**src/rtl/alu_pkg.sv**
```systemverilog
// ============================================================================
//  alu_pkg
//  Shared definitions for the ALU operation sequencer: FSM state encoding,
//  ALU flag bit positions and 5-bit ALU opcode constants.
//  Rev 1.0 - initial release
// ============================================================================
`default_nettype none

package alu_pkg;

  // Sequencer FSM state encoding
  localparam int         ST_W    = 2;
  localparam logic [1:0] ST_IDLE = 2'd0;
  localparam logic [1:0] ST_WAIT = 2'd1;
  localparam logic [1:0] ST_RESP = 2'd2;

  // ALU flag vector layout: {aux_carry, carry, overflow, parity, sign, zero}
  localparam int FLAG_W         = 6;
  localparam int FLAG_ZERO      = 0;
  localparam int FLAG_SIGN      = 1;
  localparam int FLAG_PARITY    = 2;
  localparam int FLAG_OVERFLOW  = 3;
  localparam int FLAG_CARRY     = 4;
  localparam int FLAG_AUX_CARRY = 5;

  // ALU opcodes
  localparam int         OP_W   = 5;
  localparam logic [4:0] OP_ADD = 5'b00000;
  localparam logic [4:0] OP_ADC = 5'b00001;
  localparam logic [4:0] OP_SUB = 5'b00010;
  localparam logic [4:0] OP_SBB = 5'b00011;
  localparam logic [4:0] OP_AND = 5'b00100;
  localparam logic [4:0] OP_OR  = 5'b00101;
  localparam logic [4:0] OP_XOR = 5'b00110;

endpackage

`default_nettype wire

```
**src/rtl/alu_lat_counter.sv**
```systemverilog
// ============================================================================
//  alu_lat_counter
//  Loadable down-counter that times the ALU result latency. Saturates at 0.
//  Rev 1.0 - initial release
// ============================================================================
`default_nettype none

module alu_lat_counter #(
  parameter int CW = 4
) (
  input  logic          in_clk,
  input  logic          in_rst_n,
  input  logic          load,
  input  logic [CW-1:0] load_val,
  input  logic          dec,
  output logic          is_zero
);

  logic [CW-1:0] count;

  // Load takes priority over decrement; never wraps below zero
  always_ff @(posedge in_clk or negedge in_rst_n) begin
    if (!in_rst_n) begin
      count <= '0;
    end else if (load) begin
      count <= load_val;
    end else if (dec && (count != '0)) begin
      count <= count - CW'(1);
    end
  end

  assign is_zero = (count == '0);

endmodule

`default_nettype wire

```
**src/rtl/alu_op_sequencer.sv**
```systemverilog
// ============================================================================
//  alu_op_sequencer
//  Accepts one ALU command at a time, drives registered operands to an
//  external ALU, waits LATENCY edges, captures result/flags and presents
//  them on a valid/ready response port. Keeps a chain carry for multi-word
//  arithmetic.
//  Rev 1.0 - initial release
// ============================================================================
`default_nettype none

module alu_op_sequencer
  import alu_pkg::*;
#(
  parameter int LATENCY = 2,  // ALU result latency in edges, legal 1..15
  parameter int W       = 8
) (
  input  logic                in_clk,
  input  logic                in_rst_n,
  // command port
  input  logic                cmd_valid,
  output logic                cmd_ready,
  input  logic [OP_W-1:0]     cmd_sel,
  input  logic signed [W-1:0] cmd_a,
  input  logic signed [W-1:0] cmd_b,
  input  logic                cmd_carry,
  input  logic                cmd_chain,
  // ALU drive and return
  output logic [OP_W-1:0]     alu_sel,
  output logic signed [W-1:0] alu_in_1,
  output logic signed [W-1:0] alu_in_2,
  output logic                alu_in_carry,
  input  logic [W-1:0]        alu_out,
  input  logic [FLAG_W-1:0]   alu_flags,
  // response port
  output logic                rsp_valid,
  input  logic                rsp_ready,
  output logic [W-1:0]        rsp_result,
  output logic [FLAG_W-1:0]   rsp_flags,
  output logic                carry_q
);

  localparam int             CNT_W    = 4;
  localparam logic [CNT_W-1:0] CNT_LOAD = CNT_W'(LATENCY - 1);

  logic [ST_W-1:0] state;
  logic            cmd_fire;
  logic            capture;
  logic            rsp_done;
  logic            cnt_zero;

  assign cmd_ready = (state == ST_IDLE);
  assign rsp_valid = (state == ST_RESP);
  assign cmd_fire  = cmd_valid && cmd_ready;
  // The counter holds LATENCY-1 at accept, so reaching zero in WAIT marks
  // the edge on which the ALU result is valid.
  assign capture   = (state == ST_WAIT) && cnt_zero;
  assign rsp_done  = rsp_valid && rsp_ready;

  alu_lat_counter #(
    .CW (CNT_W)
  ) u_lat_counter (
    .in_clk   (in_clk),
    .in_rst_n (in_rst_n),
    .load     (cmd_fire),
    .load_val (CNT_LOAD),
    .dec      (state == ST_WAIT),
    .is_zero  (cnt_zero)
  );

  // Sequencer FSM: IDLE -> WAIT -> RESP -> IDLE
  always_ff @(posedge in_clk or negedge in_rst_n) begin
    if (!in_rst_n) begin
      state <= ST_IDLE;
    end else begin
      case (state)
        ST_IDLE: if (cmd_fire) state <= ST_WAIT;
        ST_WAIT: if (capture)  state <= ST_RESP;
        ST_RESP: if (rsp_done) state <= ST_IDLE;
        default:               state <= ST_IDLE;
      endcase
    end
  end

  // ALU drive registers: loaded on accept, held until the next accept
  always_ff @(posedge in_clk or negedge in_rst_n) begin
    if (!in_rst_n) begin
      alu_sel      <= '0;
      alu_in_1     <= '0;
      alu_in_2     <= '0;
      alu_in_carry <= 1'b0;
    end else if (cmd_fire) begin
      alu_sel      <= cmd_sel;
      alu_in_1     <= cmd_a;
      alu_in_2     <= cmd_b;
      alu_in_carry <= cmd_chain ? carry_q : cmd_carry;
    end
  end

  // Result capture and chain-carry update on the capture edge
  always_ff @(posedge in_clk or negedge in_rst_n) begin
    if (!in_rst_n) begin
      rsp_result <= '0;
      rsp_flags  <= '0;
      carry_q    <= 1'b0;
    end else if (capture) begin
      rsp_result <= alu_out;
      rsp_flags  <= alu_flags;
      carry_q    <= alu_flags[FLAG_CARRY];
    end
  end

endmodule

`default_nettype wire

```
**config.mk**
```make
export PLATFORM = sky130hd
export DESIGN_NAME = alu_op_sequencer
export DESIGN_NICKNAME = d
export VERILOG_FILES = /design/src/rtl/alu_pkg.sv /design/src/rtl/alu_lat_counter.sv /design/src/rtl/alu_op_sequencer.sv
export SDC_FILE = /design/constraint.sdc
export NUM_CORES = 1
export LEC_CHECK = 0
export CORE_MARGIN = 10
export CORE_UTILIZATION = 41
export DETAILED_ROUTE_END_ITERATION = 8
export GPL_TIMING_DRIVEN = 0
export PLACE_DENSITY_LB_ADDON = 0.2
export SLEW_MARGIN = 0
export SYNTH_ARGS = -nofsm -noshare
export SYNTH_HDL_FRONTEND = slang
export SYNTH_HIERARCHICAL = 1
export SYNTH_SLANG_ARGS = --single-unit
```
**constraint.sdc**
```tcl
create_clock -name in_clk -period 2.3 [get_ports in_clk]
set_input_delay 0.23 -clock in_clk [delete_from_list [all_inputs] [get_ports in_clk]]
set_output_delay 0.23 -clock in_clk [all_outputs]
set_load 0.02 [all_outputs]
```
; ---- Word-level counts from Yosys, hierarchy flattened
; Cells that the tools add are included.
[op_classes]
add_sub_neg = 1
eq_ne = 5
n_reduce_logical = 9
mux = 7
[op_table]
columns = cell, count
row1 = 4-bit two-way mux, 2
row2 = 2-bit two-way mux, 3
row3 = 2-bit case mux with 3 select lines, 1
row4 = 1-bit logical AND, 4
row5 = 4-bit zero test, 1
row6 = "2-bit by 1-bit != test with 1-bit output, second input constant", 2
row7 = 4-bit nonzero test, 1
row8 = "4-bit by 1-bit subtractor with 4-bit output, second input constant", 1
row9 = 3-bit AND reduction, 1
row10 = "2-bit by 1-bit == test with 1-bit output, second input constant", 1
row11 = "2-bit == test, second input constant", 1
row12 = 2-bit zero test, 1
row13 = "2-bit != test, second input constant", 1
row14 = 2-bit nonzero test, 1
row15 = 1-bit two-way mux, 1
[word_totals]
word_cells = 31
output_inout_bits = 39
reg_bits = 43

; ---- Logic depth before layout (Yosys ltp)
[depth]
word_depth = 4
depth_mapped = 6
mapped_depth_nobuf = 5

; ---- Hierarchy
; Netlist, hierarchy kept.
[by_module_without_submodules]
columns = module, n_inst, cells_each, area_per_inst_um2
row1 = alu_op_sequencer, 1, 91, 1498.9
row2 = alu_lat_counter, 1, 27, 270.3

; ---- Worst setup path after synthesis
; No wires, ideal clock.
[synth_path]
path_kind = register to register
startpoint = register u_lat_counter.count[0]
endpoint = register rsp_flags[3]
path_buffers = 1
setup_slack_ns = 0.613
setup_ns = 0.125
t_arrival_ns = 1.563
stages_incl_launch_ff = 7
synth_period_minus_slack_ns = 1.687
cell_sequence = dfrtp_1 > inv_1 > ha_1 > nor3b_2 > nand3b_4 > buf_4 > mux2_2
[synth_via]
elab_chain_len = 2
[synth_lines]
columns = element, line_no
row1 = start: declaration, alu_lat_counter.sv:19  ; logic [CW-1:0] count;
row2 = start signal: assignment, alu_lat_counter.sv:26  ; count <= load_val;
row3 = start signal: assignment, alu_lat_counter.sv:28  ; count <= count - CW'(1);
row4 = 4-bit zero test, alu_lat_counter.sv:32  ; assign is_zero = (count == '0);
row5 = via cnt_zero, alu_op_sequencer.sv:49  ; logic cnt_zero;
row6 = 1-bit logical AND, alu_op_sequencer.sv:56  ; assign capture = (state == ST_WAIT) && cnt_zero;
row7 = end signal: assignment, alu_op_sequencer.sv:107  ; rsp_flags <= alu_flags;
row8 = end: declaration, alu_op_sequencer.sv:38  ; output logic [FLAG_W-1:0] rsp_flags,
; The timed path passes the listed nets, and every way through them passes these cells.
; A chain may end at the register's enable or synchronous reset.

; ---- Worst setup path in the final report
[layout_path]
startpoint = register u_lat_counter.count[0]
endpoint = register rsp_result[4]
[layout_via]
elab_chain_len = 2
[layout_lines]
columns = element, line_no
row1 = 4-bit zero test, alu_lat_counter.sv:32
row2 = via cnt_zero, alu_op_sequencer.sv:49
row3 = 1-bit logical AND, alu_op_sequencer.sv:56
row4 = end signal: assignment, alu_op_sequencer.sv:106  ; rsp_result <= alu_out;
row5 = end: declaration, alu_op_sequencer.sv:37  ; output logic [W-1:0] rsp_result,
; The timed path passes the listed nets, and every way through them passes these cells.

==> impl_metrics.toml <==
[placed_design]
place.port_buffers = 79
dpl.hpwl_um = 3762
place_congestion = 0.6943
place_ws_ns = 0.3549

[worst_setup_path]
reg2reg_from = "u_lat_counter/count[0]$_DFFE_PN0P_"
timing.reg2reg.setup_slack_ns = 0.39
r2r-end = "rsp_result[4]$_DFFE_PN0P_"
worstPathArrival_ns = 2.09
cpPeakStageDelay_ns = 0.44
path_delay_family = "simple AND/OR/NAND/NOR gates"
cp_max_fo = 10
slowest_stage = "nor3b_2"
path_buf_inv = 2
required_ns = 2.48
worst-setup-path-type = "flop to flop"
startpoint_type = "flop"
crit_path_end_kind = "flop"
path_cells = "inv_1 > ha_1 > nor3b_2 > nand3b_4 > buf_4 > mux2_2"
worst_r2r_path_depth = 6

[timing]
final_hold_viol_count = 0
maxSlewViolCount = 0
timing.fmax_mhz = 522.8
min_period_ns = 1.913
post-route-period-util = 0.8317
max_slew_margin = 0.3950
rsz0062_at_grt = "false"
worst_slack_ns = 0.3870
setup-violations-final = 0
finClkSkew_ns = 0.005271
worstMarginPinSlew_ns = 0.9076

[global_routing]
grt_max_degree = 43
track_usage = 0.1300
antenna_found_initial = 0
grt_remaining_overflow = 0
grt_pass1_vias = 1484
grt_pass1_wl_um = 7548

[die]
rows = 23
ios = 80
die_h_um = 85.69
coreArea_mm2 = 0.004086
die_w_um = 85.69
start_util = 0.4329
die_area_mm2 = 0.007343

[clock_tree]
post_cts_buffers = 0
clock_path_buffers = 2
ctsHoldBuffers = 0
cts_buffers = 5
clk_pin_slew_ns = 0.08
cts_tree = "built"
cts.sinks = 42
root_buffer = "clkbuf_8"
clk_latency_ns = 0.29
cts_resized = 0
cts.htree.levels = 2

[finish]
multiInputGateArea_um2 = 650.6
nNetsFinal = 248
regArea_mm2 = 0.001051
area_delta_synth_final_pct = 56.44
diodes = 0
post-route-util = 0.6773
drive_gt1_frac = 0.2705
fillers = 315

[yosys]
synth-async-reset-ratio = 1.000
synthAdderAreaFrac = 0.007072
ys_ff_latch = 42
synth_edf_count = 0
postSynthAreaPerCell_um2 = 14.99
syn-cell-area_mm2 = 0.001769
yosysWarnings = 6
synth-simple-area-share = 0.07921
synthCells = 118
synth_ff_type = "dfrtp_1"
synth.area.mux_share = 0.2355
synth_seq_area_share = 0.5941
synth_top_family_by_area = "multiplexers"
synth-compound-area-share = 0.03748
synth_xor_xnor_area_share = 0
ys_types = 28

[routing]
route.detailed.drc = 0
wire_per_inst_um = 17.96
drt_pass1_iterations = 4
drt_iter0_drc = 35
ant_nets = 0
wl_um = 4617
vias = 1221
via_per_inst = 4.751

[power_and_ir_drop]
leakagePower_uw = 0.001173
power_density_mw_per_mm2 = 1524
vdd_drop_max_mv = 0.8125

[flow_run]
cap_violations = 0

[hold_path]
hold_path_class = "input pin to asynchronous set/reset pin"

[status]
status = "finished, final reports clean"
==> cell type report <==
cell class	count	area share
buffer	6	0.02170
clock buffer	6	0.02984
clock inverter	2	0.02170
inverter	4	0.005425
multi-input combinational	68	0.2351
sequential	42	0.3797
tap	50	0.02260
timing repair buffer	79	0.2839
==> layout by cell type (no fill, tap or decap) <==
cell,synthesis,routed
o21ai_0,3,3
bufinv_16,0,2
nor3_1,2,2
nor4b_2,1,1
nor2_1,2,2
a211oi_1,1,1
o211ai_2,1,1
and4b_1,1,1
dfrtp_1,42,42
a221o_1,1,1
nor3b_4,1,1
mux2_2,36,36
clkdlybuf4s50_1,0,78
nand3b_4,1,1
nand2_1,3,3
conb_1,2,4
buf_4,2,2
buf_6,4,4
or2b_1,1,1
nor3b_1,1,1
ha_1,1,1
nor2b_1,1,1
inv_1,4,4
mux2_1,1,1
or4_1,1,1
clkbuf_8,0,6
nor3b_2,1,1
o21a_1,1,1
o31a_1,1,1
a21oi_1,1,1
buf_2,0,1
nand2b_1,1,1
==> state kept, by name (all words and copies together), names as in the netlist <==
| name | count |
|---|---|
| alu_in_1 | 8 |
| alu_in_2 | 8 |
| alu_in_carry | 1 |
| alu_sel | 5 |
| rsp_flags | 6 |
| rsp_result | 8 |
| state | 2 |
| u_lat_counter/count | 4 |
==> cell families after synthesis <==
group,after synthesis
other cells,2
simple gates,17
flops,42
buf+inv,10
compound gates,9
fa+ha+maj,1
mux,37
==> synthesized netlist by cell type (2+ instances only) <==
| cell | number | area (um^2) |
|---|---|---|
| buf_4 | 2 | 15.01 |
| buf_6 | 4 | 45.04 |
| conb_1 | 2 | 7.510 |
| dfrtp_1 | 42 | 1051 |
| inv_1 | 4 | 15.01 |
| mux2_2 | 36 | 405.4 |
| nand2_1 | 3 | 11.26 |
| nor2_1 | 2 | 7.510 |
| nor3_1 | 2 | 10.01 |
| o21ai_0 | 3 | 15.01 |
==> per-stage QoR <==
| step | cells | instance area, um^2 | hold WS [ns] | TNS (ns) | power [uW] |
|---|---|---|---|---|---|
| after detailed placement | 249 | 2625 | 0.4246 | 0 | 3562 |
| after floorplan | 120 | 1777 | -0.06559 | 0 | 2553 |
| after CTS | 257 | 2768 | 0.1006 | 0 | 4291 |
| final | 257 | 2768 | 0.06303 | 0 | 4218 |
| after global routing | 257 | 2768 | 0.1236 | 0 | 4490 |
| after global placement | 249 | 2630 | 0.4752 | -0.6218 | 3458 |
==> metal layers <==
layer	GRT usage	vias up	routed length, um
met1	0.1192	594	1538
met2	0.2418	43	2616
met3	0.07190	2	443
li1	-	582	-
met5	0	-	0
met4	0.03293	0	19
==> power breakdown <==
group          switching, uW  leakage (uW)  internal [uW]  total, uW
combinational            982      0.000605           1180       2160
sequential               226      0.000496           1120       1350
clock                    248     0.0000714            463        711
total                   1460       0.00117           2760       4220
==> worst max-delay path by stage <==
stage / startpoint / to / slack (ns) / depth (start not counted)
final: u_lat_counter/count[0]$_DFFE_PN0P_ / rsp_result[4]$_DFFE_PN0P_ / 0.39 / 6
after global routing: u_lat_counter/count[0]$_DFFE_PN0P_ / rsp_result[2]$_DFFE_PN0P_ / 0.23 / 6
after CTS: u_lat_counter/count[0]$_DFFE_PN0P_ / rsp_result[4]$_DFFE_PN0P_ / 0.35 / 6
after detailed placement: cmd_valid / u_lat_counter/count[3]$_DFFE_PN0P_ / 0.35 / 6
after global placement: in_rst_n / alu_in_1[2]$_DFFE_PN0P_ / -0.02 / 1
after floorplan: u_lat_counter/count[0]$_DFFE_PN0P_ / rsp_flags[3]$_DFFE_PN0P_ / 0.61 / 6
Power figures use the tool's default switching activity.
